<file path="src/rtl/codec_tdm_link.sv">
// Codec TDM128 link: bit/frame clock generation, 4-slot serialiser and
// deserialiser, power-down sequencing and a per-frame strobe for the DSP side.
// Handshake: there is no back-pressure. frame_strobe is a one-cycle valid
// that marks new sample_out* values and the consumption of sample_in*.
module codec_tdm_link #(
    parameter int W           = 16,
    parameter int PDN_FRAMES  = 4,
    parameter int WAKE_FRAMES = 8
) (
    input  logic         clk_256fs,
    input  logic         rst,
    input  logic [W-1:0] sample_in0,
    input  logic [W-1:0] sample_in1,
    input  logic [W-1:0] sample_in2,
    input  logic [W-1:0] sample_in3,
    output logic [W-1:0] sample_out0,
    output logic [W-1:0] sample_out1,
    output logic [W-1:0] sample_out2,
    output logic [W-1:0] sample_out3,
    output logic         frame_strobe,
    output logic         running,
    output logic         pdn,
    output logic         bick,
    output logic         lrck,
    output logic         sdout,
    input  logic         sdin
);
    localparam int MAX_FRAMES = (PDN_FRAMES > WAKE_FRAMES) ? PDN_FRAMES : WAKE_FRAMES;
    localparam int FRM_W      = (MAX_FRAMES > 1) ? $clog2(MAX_FRAMES) : 1;
    localparam logic [5:0] W6     = 6'(W);
    localparam logic [4:0] K_LAST = 5'(W - 1);

    typedef enum logic [1:0] {ST_HOLD, ST_WAKE, ST_RUN} state_t;

    state_t             state_q;
    logic [FRM_W-1:0]   frm_q;
    logic               pdn_q;
    logic               running_q;

    logic [7:0]         cnt_q;
    logic [7:0]         cnt_d;
    logic               bick_q;
    logic               lrck_q;
    logic               sdout_q;
    logic               strobe_q;
    logic [127:0]       tx_q;
    logic [127:0]       tx_load;
    logic [W-1:0]       rx_buf_q [4];
    logic [W-1:0]       out_q [4];

    logic               frame_end;
    logic               run_d;
    logic [1:0]         slot;
    logic [4:0]         k;
    logic [W-1:0]       bit_mask;

    // Left-justify a sample inside its 32-bit slot, zero-filling the tail.
    function automatic logic [31:0] slot_word(input logic [W-1:0] s);
        logic [31:0] t;
        t = '0;
        t[31 -: W] = s;
        return t;
    endfunction

    // Frame position decode: slot = b[6:5], bit-in-slot k = b[4:0].
    assign cnt_d     = cnt_q + 8'd1;
    assign frame_end = (cnt_q == 8'hFF);
    assign slot      = cnt_q[7:6];
    assign k         = cnt_q[5:1];
    assign bit_mask  = W'(1) << (K_LAST - k);

    // RUN as it will be after this edge; the frame that enters RUN is
    // already loaded, strobed and published.
    assign run_d = (state_q == ST_RUN) ||
                   (state_q == ST_WAKE && frame_end && frm_q == FRM_W'(WAKE_FRAMES - 1));

    // Outgoing frame image, slot 0 MSB at bit 127; zeros until RUN.
    assign tx_load = run_d ? {slot_word(sample_in0), slot_word(sample_in1),
                              slot_word(sample_in2), slot_word(sample_in3)} : '0;

    // Startup sequencer: counts frame ends in HOLD, then WAKE, then parks in RUN.
    always_ff @(posedge clk_256fs) begin
        if (rst) begin
            state_q   <= ST_HOLD;
            frm_q     <= '0;
            pdn_q     <= 1'b0;
            running_q <= 1'b0;
        end else if (frame_end) begin
            unique case (state_q)
                ST_HOLD: begin
                    if (frm_q == FRM_W'(PDN_FRAMES - 1)) begin
                        state_q <= ST_WAKE;
                        frm_q   <= '0;
                        pdn_q   <= 1'b1;
                    end else begin
                        frm_q <= frm_q + 1'b1;
                    end
                end
                ST_WAKE: begin
                    if (frm_q == FRM_W'(WAKE_FRAMES - 1)) begin
                        state_q   <= ST_RUN;
                        frm_q     <= '0;
                        running_q <= 1'b1;
                    end else begin
                        frm_q <= frm_q + 1'b1;
                    end
                end
                default: ;
            endcase
        end
    end

    // Clock generation, serialiser, deserialiser and sample publication.
    always_ff @(posedge clk_256fs) begin
        if (rst) begin
            cnt_q    <= '0;
            bick_q   <= 1'b0;
            lrck_q   <= 1'b1;
            sdout_q  <= 1'b0;
            strobe_q <= 1'b0;
            tx_q     <= '0;
            for (int i = 0; i < 4; i++) begin
                rx_buf_q[i] <= '0;
                out_q[i]    <= '0;
            end
        end else begin
            cnt_q    <= cnt_d;
            bick_q   <= cnt_d[0];
            lrck_q   <= ~cnt_d[7];
            strobe_q <= frame_end && run_d;
            // sdin is taken on the edge that raises bick; only the left-justified
            // W-bit window of each slot is kept.
            if (!cnt_q[0] && ({1'b0, k} < W6)) begin
                rx_buf_q[slot] <= sdin ? (rx_buf_q[slot] | bit_mask)
                                       : (rx_buf_q[slot] & ~bit_mask);
            end
            // sdout changes on bick falling; the frame image is loaded at cnt==255.
            if (frame_end) begin
                sdout_q <= tx_load[127];
                tx_q    <= {tx_load[126:0], 1'b0};
                if (run_d) begin
                    for (int i = 0; i < 4; i++) begin
                        out_q[i] <= rx_buf_q[i];
                    end
                end
            end else if (cnt_q[0]) begin
                sdout_q <= tx_q[127];
                tx_q    <= {tx_q[126:0], 1'b0};
            end
        end
    end

    assign sample_out0  = out_q[0];
    assign sample_out1  = out_q[1];
    assign sample_out2  = out_q[2];
    assign sample_out3  = out_q[3];
    assign frame_strobe = strobe_q;
    assign running      = running_q;
    assign pdn          = pdn_q;
    assign bick         = bick_q;
    assign lrck         = lrck_q;
    assign sdout        = sdout_q;
endmodule

</file>
<file path="config.mk">
export PLATFORM = sky130hd
export DESIGN_NAME = codec_tdm_link
export DESIGN_NICKNAME = d
export VERILOG_FILES = /design/src/rtl/codec_tdm_link.sv
export SDC_FILE = /design/constraint.sdc
export NUM_CORES = 1
export LEC_CHECK = 0
export ABC_AREA = 0
export CAP_MARGIN = 5
export CORE_MARGIN = 4
export CORE_UTILIZATION = 50
export CTS_BUF_LIST = sky130_fd_sc_hd__clkbuf_16
export DETAILED_ROUTE_END_ITERATION = 16
export GPL_TIMING_DRIVEN = 1
export PLACE_DENSITY_LB_ADDON = 0.3
export REMOVE_ABC_BUFFERS = 1
export SYNTH_ARGS = -nofsm -noshare
export SYNTH_HDL_FRONTEND = slang
export SYNTH_SLANG_ARGS = --single-unit
</file>
<file path="constraint.sdc">
create_clock -name clk_256fs -period 10.13 [get_ports clk_256fs]
set_clock_uncertainty 0.05 [all_clocks]
set_input_delay 2.026 -clock clk_256fs [delete_from_list [all_inputs] [get_ports clk_256fs]]
set_output_delay 2.026 -clock clk_256fs [all_outputs]
set_load 0.05 [all_outputs]
</file>
Yosys cells after proc, flatten, opt, wreduce, memory -nomap -nowiden
Memory sizes are Yosys's and may differ from the RTL's. A register that Yosys moved wholly into a read port is not among the register bits.
Cells that the tools add are included.
{"block": "word_totals", "register_bits": 146, "ram_bits": 128, "in_bits": 67, "output_inout_bits": 70, "n_memories": 2}
{"block": "classes", "n_addsub": 3, "order_cmp": 1, "n_eq_ne": 7, "shift": 1, "n_mux": 29, "bitwise_logic": 8, "reduce_logical": 14}
{"name": "out_q", "depth": 4, "width": 16, "read_ports": 4, "rd_ports_with_merged_regs": 0, "write_ports": 4, "line": "49", "text": "logic [W-1:0] out_q [4];"}
{"name": "rx_buf_q", "depth": 4, "width": 16, "read_ports": 5, "rd_ports_with_merged_regs": 1, "write_ports": 4, "line": "48", "text": "logic [W-1:0] rx_buf_q [4];"}
{"op": "2-to-1 mux 128 bit", "n": 3}
{"op": "2-to-1 mux 16 bit", "n": 6}
{"op": "AND 16 bit", "n": 1}
{"op": "inverter 16 bit", "n": 1}
{"op": "bitwise OR 16 bit", "n": 1}
{"op": "OR reduction 16 bit", "n": 1}
{"op": "<< shifter 1 x 5 -> 16 bit (first input constant)", "n": 1}
{"op": "2-to-1 mux 1 bit", "n": 12}
{"op": "adder 8 x 1 -> 8 bit (second input constant)", "n": 1}
{"op": "== test 8 bit (second input constant)", "n": 1}
{"op": "2-to-1 mux 2 bit", "n": 4}
{"op": "2-to-1 mux 3 bit", "n": 2}
{"op": "case mux 3 bit (2 select lines)", "n": 1}
{"op": "AND reduction 3 bit", "n": 2}
{"op": "< comparator 5 bit (second input constant)", "n": 1}
{"op": "subtractor 4 x 5 -> 5 bit (first input constant)", "n": 1}
{"op": "logical AND 1 bit", "n": 4}
{"op": "bitwise OR 1 bit", "n": 4}
{"op": "case mux 2 bit (2 select lines)", "n": 1}
{"op": "AND reduction 4 bit", "n": 1}
{"op": "nonzero test 2 bit", "n": 2}
{"op": "adder 3 x 1 -> 3 bit (second input constant)", "n": 1}
{"op": "== test 3 x 2 -> 1 bit (second input constant)", "n": 1}
{"op": "== test 3 bit (second input constant)", "n": 1}
{"op": "9 further kinds", "n": 9}

Longest topological paths before layout
{"block": "depth", "depth_word": 9, "mapped_depth": 8, "mapped_depth_nobuf": 5}

Worst setup path after synthesis
No wires, ideal clock.
{"block": "synth_path", "kind": "register -> register", "from": "register cnt_q[0]", "to": "memory out_q[0][0], enable pin", "arrival_time_ns": 6.197, "required_ns": 9.506, "path_slack_ns": 3.309, "path_stages_with_launch": 7, "path_buffers": 2, "synth_period_minus_slack_ns": 6.821, "path_cell_list": "dfxtp_1 ha_1 and4_1 buf_4 nand2_1 clkbuf_1 o21ai_0"}
{"element": "from (decl)", "line": "40", "text": "logic [7:0] cnt_q;"}
{"element": "from (signal assigned)", "line": "127", "text": "cnt_q <= cnt_d;"}
{"element": "to (decl)", "line": "49"}

==> results.sh <==
export IMPL_grt_max_degree=75
export IMPL_switching_power_mw=0.5268
export IMPL_grt_pass1_wl_microns=39810
export IMPL_nets=1140
export IMPL_p_per_area_nw_per_um2=169.9
export IMPL_yosysMostFrequentCell="dfxtp_1"
export IMPL_worst_pin_slew_ps=1163
export IMPL_holdBufCountCts=0
export IMPL_yosysSeqAreaShare_pct=57.07
export IMPL_diodes=0
export IMPL_wl_per_cell_microns=18.22
export IMPL_synth_avg_cell_area_sq_um=11.27
export IMPL_finalSetupViolCount=0
export IMPL_via_per_inst=6.138
export IMPL_timing_hold_ws_ps=428.2
export IMPL_internal_power_mw=1.765
export IMPL_slowest_stage="clkdlybuf4s50_1"
export IMPL_crit_buf_inv=1
export IMPL_ys_seq_elements=257
export IMPL_synthFlopType="dfxtp_1"
export IMPL_synth_top_area_share_pct=34.14
export IMPL_synth_edff_count=128
export IMPL_pwr_share_seq_pct=50.8
export IMPL_status="finished, final reports clean"
export IMPL_antenna_found_initial=0
export IMPL_cts_resized_gates=0
export IMPL_criticalPathCategory="reg -> out"
export IMPL_crit_fanout=53
export IMPL_path_clk_slew_ps=60
export IMPL_syn2layout_area_growth_pct=19.76
export IMPL_relSlewSlack_pct=22.47
export IMPL_path_cells="clkdlybuf4s50_1"
export IMPL_dieArea_sq_um=24980
export IMPL_cts_sinks=257
export IMPL_worstSetupPathDepth=1
export IMPL_netlist_instances=999
export IMPL_p_clk_share_pct=40.8
export IMPL_die_height_microns=158.1
export IMPL_postCtsSetupRepairBufs=0
export IMPL_yosysWarnings=0
export IMPL_drv_cap=0
export IMPL_reg2reg_depth=6
export IMPL_power_total_mw=2.291
export IMPL_ys_types=46
export IMPL_syn_area_sq_um=11260
export IMPL_drc=0
export IMPL_hold_violations=0
export IMPL_whs_path_depth=2
export IMPL_drt_iter0_markers=730
export IMPL_port_buffers=136
export IMPL_n_fill_cell=1741
export IMPL_dp_hpwl_microns=14340
export IMPL_end_kind="output pin"
export IMPL_placementRows=54
export IMPL_timing_fmax_mhz=223.0
export IMPL_cts_buffers=28
export IMPL_arrival_ps=2410
export IMPL_p_leak_nw=4.580
export IMPL_async_flop_share_pct=0
export IMPL_start_util_pct=51.28
export IMPL_postRouteAntennaNets=0
export IMPL_wirelength_microns=24920
export IMPL_slew_viol_final=0
export IMPL_clock_path_buffers=3
export IMPL_synthTopCellsByArea="edfxtp_1, dfxtp_1, o2111ai_1, a221oi_1, mux2i_1"
export IMPL_synth_top_cell_by_area="edfxtp_1"
export IMPL_rsz0062_at_grt="false"
export IMPL_cts_tree="done"
export IMPL_fin_crit_ps=4484
export IMPL_grt_pass1_vias=7851
export IMPL_layout_drive_gt1_share_pct=8.548
export IMPL_required_ps=8050
export IMPL_first_pass_iters=5
export IMPL_route_vias_total=8397
export IMPL_swShare_pct=22.99
export IMPL_final_util_pct=61.41
export IMPL_cp_slowest_stage_delay_ps=950
export IMPL_clk_latency_ps=540
export IMPL_io_pins=137
export IMPL_synth_top_cells_by_count="dfxtp_1, edfxtp_1, nor2_1"
export IMPL_grt_ovfl_total=0
export IMPL_cts_root_buf="clkbuf_16"
export IMPL_cts_max_level=1
export IMPL_hp_class="reg -> reg"
export IMPL_fp_dieW_microns=158.1
export IMPL_period_share_pct=44.27
export IMPL_cp_start_kind="flop"
export IMPL_peakVddDrop_mv=0.1419
export IMPL_cp_top_family="buffers and inverters"
export IMPL_gp_congestion=0.8304
export IMPL_track_usage_pct=19.04
export IMPL_pwr_share_comb_pct=8.3
export IMPL_core_area_sq_um=21960
==> power by group through the flow <==
stage	clock network (mW)	logic [mW]	registers [mW]
floorplan	0	0.0868	1.22
global placement	0	0.189	1.18
detailed placement	0	0.191	1.19
CTS	0.953	0.192	1.16
global route	0.996	0.205	1.17
finish	0.936	0.191	1.16
==> cells by family (layout without fill, tap and decap cells) <==
logic type | count (synthesis) | in the layout | synth area share [%]
adder cells (fa/ha/maj) | 5 | 5 | 0.5556
AO/OA/AOI/OAI | 293 | 293 | 18.58
XOR/XNOR | 3 | 3 | 0.2334
buffers and inverters | 120 | 209 | 4.623
flip-flops | 257 | 257 | 57.07
multiplexers | 66 | 66 | 7.656
AND/OR/NAND/NOR | 255 | 255 | 11.28
==> path summary, 6_finish.rpt <==
kind / start / endpoint / slack [ps]
worst max register to register: cnt_q[0] / out_q[3][6] / 6530
worst max-delay path: cnt_q[0] / bick / 5650
worst min-delay path: running / running / 430
worst min register to register: running / running / 430
==> worst register-to-register path, stage by stage, from the launching register on <==
cell,delay (ps)
dfxtp_4,930
ha_1,380
and4_2,230
buf_4,600
nand2_2,190
o21ai_4,170
buf_4,590
==> cells in the final DEF, fill, tap and decap left out, types with 10 or more instances in the layout <==
cell type and n:
clkdlybuf4s50_1 135, dfxtp_1 128, edfxtp_1 128, nor2_1 121, and2_1 65, a21oi_1 64, o2111ai_1 64, o22ai_1 63
a221oi_1 63, mux2i_1 49, clkbuf_16 28, mux4_2 16, o21ai_0 16, buf_4 15, inv_1 14, nand3_1 13
or3_1 10
==> flip-flops by register name, indices dropped and copies added, names as in the netlist <==
register      count
cnt_q             8
frm_q             3
sdout             1
state_q           2
lrck              1
pdn               1
frame_strobe      1
tx_q            111
rx_buf_q         64
out_q            64
running           1
==> cell type report <==
cell class / instances / area, sq um / area share (%)
flip-flops and latches: 257 / 6430 / 47.68
multi-input cells: 622 / 4352 / 32.27
repair buffers: 151 / 1469 / 10.89
clock buffers: 28 / 700.7 / 5.196
well taps: 280 / 350.3 / 2.598
clock inverters: 22 / 152.6 / 1.132
inverters: 8 / 30.03 / 0.2227
==> stage by stage <==
| step | cell area (sq um) | instances | worst slack, ps | TNS (ps) |
|---|---|---|---|---|
| finish | 13480 | 1368 | 5646 | 0 |
| global route | 13480 | 1368 | 5552 | 0 |
| CTS | 13480 | 1368 | 5619 | 0 |
| detailed placement | 12630 | 1318 | 5267 | 0 |
| global placement | 12630 | 1318 | 5314 | 0 |
| floorplan | 10770 | 887 | -1780 | -113910 |
==> layer usage <==
layer	vias up	share of wire [%]	track usage, %	wire (microns)
met4	0	2.0	5.118	508
met2	322	48	30.95	12020
met3	41	6.0	2.761	1503
met1	4038	44	27.00	10880
li1	3996	-	-	-
met5	-	0	0	0
Note: power is estimated with default switching activity, not from simulation.
